$ cat src/rtl/mem_port_arbiter.sv
// Round-robin owner arbitration for the shared 16-bit memory port, with a hold
// limit so a contested owner is rotated out after MAX_HOLD cycles.

module mem_port_lane #(
   parameter int DATA_WIDTH = 16
) (
   input  logic                  gnt,
   input  logic [DATA_WIDTH-1:0] data,
   output logic [DATA_WIDTH-1:0] word
);
   assign word = gnt ? data : '0;
endmodule

module mem_port_arbiter #(
   parameter int DATA_WIDTH = 16,
   parameter int MAX_HOLD   = 8
) (
   input  logic                    i_clk,
   input  logic                    i_reset,
   input  logic [3:0]              i_req,
   input  logic [4*DATA_WIDTH-1:0] i_data,
   output logic [3:0]              o_gnt,
   output logic [1:0]              o_sel,
   output logic                    o_valid,
   output logic [DATA_WIDTH-1:0]   o_data
);
   localparam int         NUM_LANES = 4;
   localparam logic [7:0] HOLD_MAX  = 8'(MAX_HOLD);

   typedef enum logic {IDLE, OWN} state_t;

   state_t     state_q, state_n;
   logic [3:0] gnt_q, gnt_n;
   logic [1:0] sel_q, sel_n;
   logic       valid_q, valid_n;
   logic [1:0] ptr_q, ptr_n;
   logic [7:0] hold_q, hold_n;

   logic [2:0] pick_rr, pick_pre;
   logic       do_grant;
   logic [1:0] win;

   // Returns {found, index}: first requester with its bit set, scanning from base.
   function automatic logic [2:0] rr_pick(input logic [1:0] base, input logic [3:0] req);
      logic       found;
      logic [1:0] idx, sel;
      found = 1'b0;
      sel   = 2'd0;
      for (int i = 0; i < NUM_LANES; i++) begin
         idx = base + 2'(i);
         if (!found && req[idx]) begin
            found = 1'b1;
            sel   = idx;
         end
      end
      return {found, sel};
   endfunction

   assign pick_rr  = rr_pick(ptr_q, i_req);
   // Preemption never hands the port back to the current owner.
   assign pick_pre = rr_pick(sel_q + 2'd1, i_req & ~(4'b0001 << sel_q));

   always_comb begin
      state_n  = state_q;
      gnt_n    = gnt_q;
      sel_n    = sel_q;
      valid_n  = valid_q;
      ptr_n    = ptr_q;
      hold_n   = hold_q;
      do_grant = 1'b0;
      win      = 2'd0;
      case (state_q)
         IDLE: begin
            if (pick_rr[2]) begin
               do_grant = 1'b1;
               win      = pick_rr[1:0];
            end
         end
         OWN: begin
            if (!i_req[sel_q]) begin
               if (pick_rr[2]) begin
                  do_grant = 1'b1;
                  win      = pick_rr[1:0];
               end else begin
                  state_n = IDLE;
                  gnt_n   = 4'b0000;
                  valid_n = 1'b0;
               end
            end else if (hold_q >= HOLD_MAX && pick_pre[2]) begin
               do_grant = 1'b1;
               win      = pick_pre[1:0];
            end else if (hold_q < HOLD_MAX) begin
               hold_n = hold_q + 8'd1;
            end
         end
         default: state_n = IDLE;
      endcase
      if (do_grant) begin
         state_n = OWN;
         gnt_n   = 4'b0001 << win;
         sel_n   = win;
         valid_n = 1'b1;
         hold_n  = 8'd1;
         ptr_n   = win + 2'd1;
      end
   end

   always_ff @(posedge i_clk or posedge i_reset) begin
      if (i_reset) begin
         state_q <= IDLE;
         gnt_q   <= 4'b0000;
         sel_q   <= 2'd0;
         valid_q <= 1'b0;
         ptr_q   <= 2'd0;
         hold_q  <= 8'd0;
      end else begin
         state_q <= state_n;
         gnt_q   <= gnt_n;
         sel_q   <= sel_n;
         valid_q <= valid_n;
         ptr_q   <= ptr_n;
         hold_q  <= hold_n;
      end
   end

   // One-hot grant masks each lane, so OR-ing lanes equals the o_sel mux.
   logic [NUM_LANES-1:0][DATA_WIDTH-1:0] lane_word;

   for (genvar k = 0; k < NUM_LANES; k++) begin : g_lane
      mem_port_lane #(.DATA_WIDTH(DATA_WIDTH)) u_lane (
         .gnt  (gnt_q[k]),
         .data (i_data[k*DATA_WIDTH +: DATA_WIDTH]),
         .word (lane_word[k])
      );
   end

   always_comb begin
      o_data = '0;
      for (int k = 0; k < NUM_LANES; k++) o_data = o_data | lane_word[k];
   end

   assign o_gnt   = gnt_q;
   assign o_sel   = sel_q;
   assign o_valid = valid_q;
endmodule
$ cat config.mk
export PLATFORM = sky130hd
export DESIGN_NAME = mem_port_arbiter
export DESIGN_NICKNAME = d
export VERILOG_FILES = /design/src/rtl/mem_port_arbiter.sv
export SDC_FILE = /design/constraint.sdc
export NUM_CORES = 1
export LEC_CHECK = 0
export CORE_ASPECT_RATIO = 2
export CORE_UTILIZATION = 30
export CTS_CLUSTER_DIAMETER = 80
export DETAILED_ROUTE_END_ITERATION = 10
export GPL_ROUTABILITY_DRIVEN = 0
export PLACE_DENSITY = 0.68
export SLEW_MARGIN = 25
export SYNTH_ARGS = -nofsm -noshare
export SYNTH_HDL_FRONTEND = slang
export SYNTH_SLANG_ARGS = --single-unit
$ cat constraint.sdc
create_clock -name i_clk -period 2.55 [get_ports i_clk]
set_input_delay 0.3825 -clock i_clk [delete_from_list [all_inputs] [get_ports i_clk]]
set_output_delay 0.3825 -clock i_clk [all_outputs]
set_load 0.02 [all_outputs]
### Yosys cells after proc, flatten, opt, wreduce, memory -nomap -nowiden

Cells that the tools add are included.

* register bits: 18
* bits in latches: 0
* bits in writable memories: 0
* memory bits (read-only): 0
* input port bits: 70
* output and inout bits: 23
* logic and storage cells: 117
* memories: 0

* $add $sub $neg: 9
* $mul: 0
* div/mod/pow operators: 0
* $lt $le $gt $ge: 11
* equal/unequal tests: 3
* shift-type cells: 2
* mux-type cells: 62
* bitwise logic cells: 6
* reductions and logical operators: 18

Operators by type and width (count)
* $mux 16: 4
* $or 16x16->16: 3
* $mux 8: 5
* $lt 2x3->1 const B: 9
* $mux 1: 27
* $mux 2: 11
* $bmux 1 s2: 9
* $mux 4: 4
* $add 2x1->2 const B: 4
* $add 2x2->2 const B: 4
* $add 8x1->8 const B: 1
* $ge 8x4->1 const B: 1
* $lt 8x4->1 const B: 1
* $shl 1x2->4 const A: 2
* $logic_and 1x1->1: 7
* $logic_not 1->1: 6
* $reduce_bool 2->1: 3
* $and 4x4->4: 1
* $ne 2x2->1 const B: 2
* $not 4->4: 1
* $pmux 2 s2: 1
* $reduce_and 4->1: 1
* $reduce_and 3->1: 1
* $ne 2x1->1 const B: 1
* other kinds (2): 2

### Longest topological paths before layout

* depth after elaboration: 21
* mapped depth: 10

### By module

Synthesis repeated with hierarchy kept, for this count alone.

* cell total of the unflattened synthesis: 248
* area, all modules: 2075.7 µm²

By module, submodules not included
* mem_port_arbiter: times used 1, cells each 180, area each 1570.3 µm², sequential area each 450.4 µm²
* mem_port_lane: times used 4, cells each 17, area each 126.4 µm², sequential area each 0.0 µm²

### Worst setup path after synthesis

Ideal clock, no wire load.

* path kind: register to register
* start: register sel_q[0], in the netlist o_sel[0]
* end: register gnt_q[2], in the netlist o_gnt[2]
* library setup time: 0.121 ns
* arrival: 2.418 ns
* required time: 2.429 ns
* slack: 0.011 ns
* stages on the path, launching flop included: 10
* cells stage by stage: dfrtp_1 -> buf_4 -> inv_1 -> ha_1 -> o31ai_1 -> o32ai_4 -> o31ai_4 -> inv_4 -> ha_1 -> a22o_1

* longest elaborated chain between the ends: 21
* elaborated cells between the ends (all ways): 44
* those cells by class: add/sub (4); eq/ne (2); shift (2); mux (25); bitwise (2); reduce/logical (9)

RTL lines
* from (decl): RTL line 34 `logic [1:0] sel_q, sel_n;`
* from (signal assigned): RTL line 119 `sel_q <= sel_n;`
* parallel branches: the longest is 17 deep, another holds $add 2x1->2
* $mux 2 (*): RTL line 80 `if (!i_req[sel_q]) begin`
* $pmux 2 s2 (*): RTL line 72 `case (state_q)`
* named net win[0]: RTL line 41 `logic [1:0] win;`
* $shl 1x2->4 (*): RTL line 100 `gnt_n = 4'b0001 << win;`
* $mux 4 (*): RTL line 98 `if (do_grant) begin`
* to (signal assigned): RTL line 118 `gnt_q <= gnt_n;`
* to (decl): RTL line 33 `logic [3:0] gnt_q, gnt_n;`

Mark *: on every way through the listed nets, which the timed path passes. The select of a mux whose other input is x is not followed.
A chain may end at the register's enable or synchronous reset.

### Worst setup path in the final report

* start: register sel_q[1], in the netlist o_sel[1]
* end: register gnt_q[1], in the netlist o_gnt[1]

Same word-level chain as after synthesis.

==> impl_metrics.py <==
metrics = {
    "floorplanning": {
        "start_util": 0.315,
        "die_width_um": 54.4,
        "rows": 37,
        "core_area_um2": 5230,
        "die_y_um": 107,
        "io_pins": 93,
        "die_area_um2": 5820,
    },
    "setup_path": {
        "r2r-end": "o_gnt[1]",
        "ff2ff_setup_slack_ns": 0.16,
        "arrival_ns": 2.53,
        "end_kind": "register",
        "path_class": "reg -> reg",
        "worst-r2r-cell-count": 9,
        "worstPathMaxFanout": 6,
        "cp_cell_sequence": "inv_1 -> ha_1 -> inv_1 -> o31ai_1 -> a21oi_1 -> o31ai_2 -> inv_2 -> ha_1 -> a22o_1",
        "crit_buf_inv": 3,
        "crit_family": "compound AO/OA/AOI/OAI gates",
        "cp.required_ns": 2.69,
        "r2r-start": "o_sel[1]",
        "crit_slowest_cell": "dfrtp_2",
        "start_kind": "register",
        "max_stage_delay_ns": 0.42,
    },
    "finish": {
        "syn_to_final_growth_pct": 65.1,
        "layout.cells.non_filler": 343,
        "diodes": 0,
        "final_common_cell": "clkdlybuf4s50_1",
        "final_nets": 364,
        "fillCellCount": 535,
        "drive_gt1_frac": 0.137,
        "layout_common_cells": "92 x clkdlybuf4s50_1, 34 x a22oi_1, 21 x nand2_1",
    },
    "logic_synthesis": {
        "synthFlopType": "dfrtp_1",
        "ys_ff_latch": 18,
        "synth_cell_types": 52,
        "netlist_area_um2": 1650,
        "ys_seq_area_frac": 0.273,
        "synth-async-reset-ratio": 1.00,
        "syn_area_per_cell_um2": 8.77,
        "synth_cells": 188,
        "yosysWarnings": 0,
        "synth_edf_count": 0,
        "synth_fp_nets": 266,
    },
    "routing": {
        "drt-total-wl_um": 5520,
        "drtAntennaViolNets": 0,
        "first_pass_iters": 4,
        "drc": 0,
        "wire_per_inst_um": 16.1,
        "drt_iter0_drc": 43,
        "vias": 1827,
        "viasPerCell": 5.33,
    },
    "run_status": {
        "outcome": "finished, final reports clean",
    },
    "power": {
        "switching_power_uw": 1240,
        "sw_frac_of_total": 0.455,
        "peakVddDrop_mv": 0.665,
        "cellLeakagePower_uw": 0.00116,
        "seqPwrFrac": 0.212,
        "clockPowerShare": 0.083,
        "p_per_area_nw_per_um2": 999,
        "p_int_uw": 1480,
        "power_frac_comb": 0.705,
    },
    "cts": {
        "path_clk_slew_ns": 0.07,
        "cts-root-buf": "clkbuf_8",
        "cts_buffers": 3,
        "htree_num_levels": 1,
        "cts_setup_buffers": 0,
        "cts.sinks": 18,
        "cts_tree": "yes",
        "cts_buffer_depth": 2,
        "hold_buffers": 0,
        "clkLatencyLatePin_ns": 0.25,
    },
    "sta": {
        "setup_violations": 0,
        "slew_violations": 0,
        "finalSetupTns_ns": 0,
        "post-route-period-util": 0.936,
        "rsz0062_at_grt": "no",
        "slew-limit-headroom": 0.558,
        "clock_skew_ns": 0.00296,
        "fmax_mhz": 419,
        "period_minus_slack_ns": 2.39,
        "worstMarginPinSlew_ns": 0.663,
        "finalHoldViolations": 0,
    },
    "grt": {
        "antenna_found_initial": 0,
        "first_global_vias": 1881,
        "grt_util_all_layers": 0.196,
        "grt_pass1_wl_um": 8540,
        "grt_start_max_net_pins": 19,
        "grt_overflow_total": 0,
    },
    "hold_path": {
        "hold_end": "o_valid",
        "hold_path_startpoint": "o_valid",
        "whs_path_depth": 1,
        "hp-class": "reg -> reg",
    },
    "placement": {
        "io_buffers": 92,
        "dp.cells": 339,
        "dp_hpwl_um": 4490,
    },
    "run": {
        "maxCapViolCount": 0,
    },
}
cell families (layout without fill, tap and decap cells):
group	Yosys count	in the layout	share of synthesized area
compound gates	73	73	0.349
simple gates	53	53	0.165
buf+inv	30	127	0.102
flops	18	18	0.273
fa+ha+maj	8	8	0.0607
mux	4	4	0.0395
xor+xnor	2	2	0.0106
worst reg2reg max path, delay by kind of cell (launching register included):
kind            cells  cell delay, ns
compound gates      4            0.94
flops               1            0.42
buf+inv             3            0.30
fa+ha+maj           2            0.60
layout make-up:
type | count | area, um^2 | area share
Multi-Input combinational cell | 140 | 1030 | 0.379
Clock buffer | 4 | 55.1 | 0.0202
Sequential cell | 18 | 453 | 0.166
Timing Repair Buffer | 111 | 1060 | 0.391
Inverter | 12 | 47.5 | 0.0175
Tap cell | 58 | 72.6 | 0.0267
per-layer routing:
metal  routed length [um]  GRT usage  vias up
met1                 1960      0.211      860
met4                   90     0.0495        0
met5                    0          0        -
met2                 3210      0.375       60
met3                  257     0.0227        8
li1                     -          -      899
how the worst max path moves through the flow:
stage | start | endpoint | slack, ns | cells past startpoint
after floorplan | o_sel[0] | o_gnt[2] | 0.01 | 9
after global placement | i_req[1] | o_gnt[2] | 0.07 | 8
after detailed placement | i_req[1] | o_gnt[2] | 0.03 | 8
after CTS | o_sel[1] | o_gnt[1] | 0.13 | 9
after global routing | o_sel[1] | o_gnt[1] | 0.04 | 9
final | o_sel[1] | o_gnt[1] | 0.16 | 9
synthesized netlist by cell type (2+ instances only):
master | n | area share
buf_4 | 5 | 0.023
nand4_1 | 2 | 0.0076
a22oi_1 | 34 | 0.15
nor2_1 | 13 | 0.030
o31ai_1 | 2 | 0.0091
nand3_1 | 2 | 0.0061
and3_1 | 2 | 0.0076
inv_1 | 10 | 0.023
a31oi_1 | 3 | 0.011
ha_1 | 8 | 0.061
buf_6 | 4 | 0.027
xnor2_1 | 2 | 0.011
o211ai_1 | 2 | 0.0091
a41oi_1 | 3 | 0.016
dfrtp_1 | 18 | 0.27
a22o_1 | 2 | 0.011
buf_2 | 3 | 0.0091
nand2b_1 | 2 | 0.0076
mux4_2 | 2 | 0.027
mux2i_1 | 2 | 0.012
a21oi_1 | 6 | 0.018
nand2_1 | 21 | 0.048
o21ai_0 | 6 | 0.018
clkbuf_1 | 6 | 0.014
power by group through the flow:
| stage | Clock, uW | Sequential (uW) | Combinational (uW) |
|---|---|---|---|
| after floorplan | 0 | 485 | 1260 |
| after global placement | 0 | 578 | 1910 |
| after detailed placement | 0 | 578 | 1920 |
| after CTS | 233 | 573 | 1930 |
| after global routing | 251 | 599 | 2110 |
| final | 226 | 576 | 1920 |
through the flow:
| step | instance area, um^2 | power (uW) | hold WS, ns | utilization | worst slack [ns] |
|---|---|---|---|---|---|
| 2_1_floorplan | 1650 | 1750 | 0.321 | - | 0.0114 |
| 3_3_place_gp | 2670 | 2490 | 0.469 | 0.509 | 0.0749 |
| 3_5_place_dp | 2670 | 2500 | 0.470 | 0.509 | 0.0296 |
| 4_1_cts | 2720 | 2740 | 0.494 | 0.520 | 0.126 |
| 5_1_grt | 2720 | 2960 | 0.508 | 0.520 | 0.0422 |
| 6_report | 2720 | 2720 | 0.494 | 0.520 | 0.162 |
flip-flops by register name, indices dropped and copies added, names as in the netlist:
name and flops:
o_sel 2, hold_q 8, ptr_q 2, state_q 1, o_gnt 4, o_valid 1
timing repair:
| item | CTS | global route |
|---|---|---|
| endpoints found under the setup margin | 0 | 3 |
| gates resized for setup | 0 | 2 |
| endpoints found under the hold margin | 0 | 0 |
(Power assumes the default switching activity.)
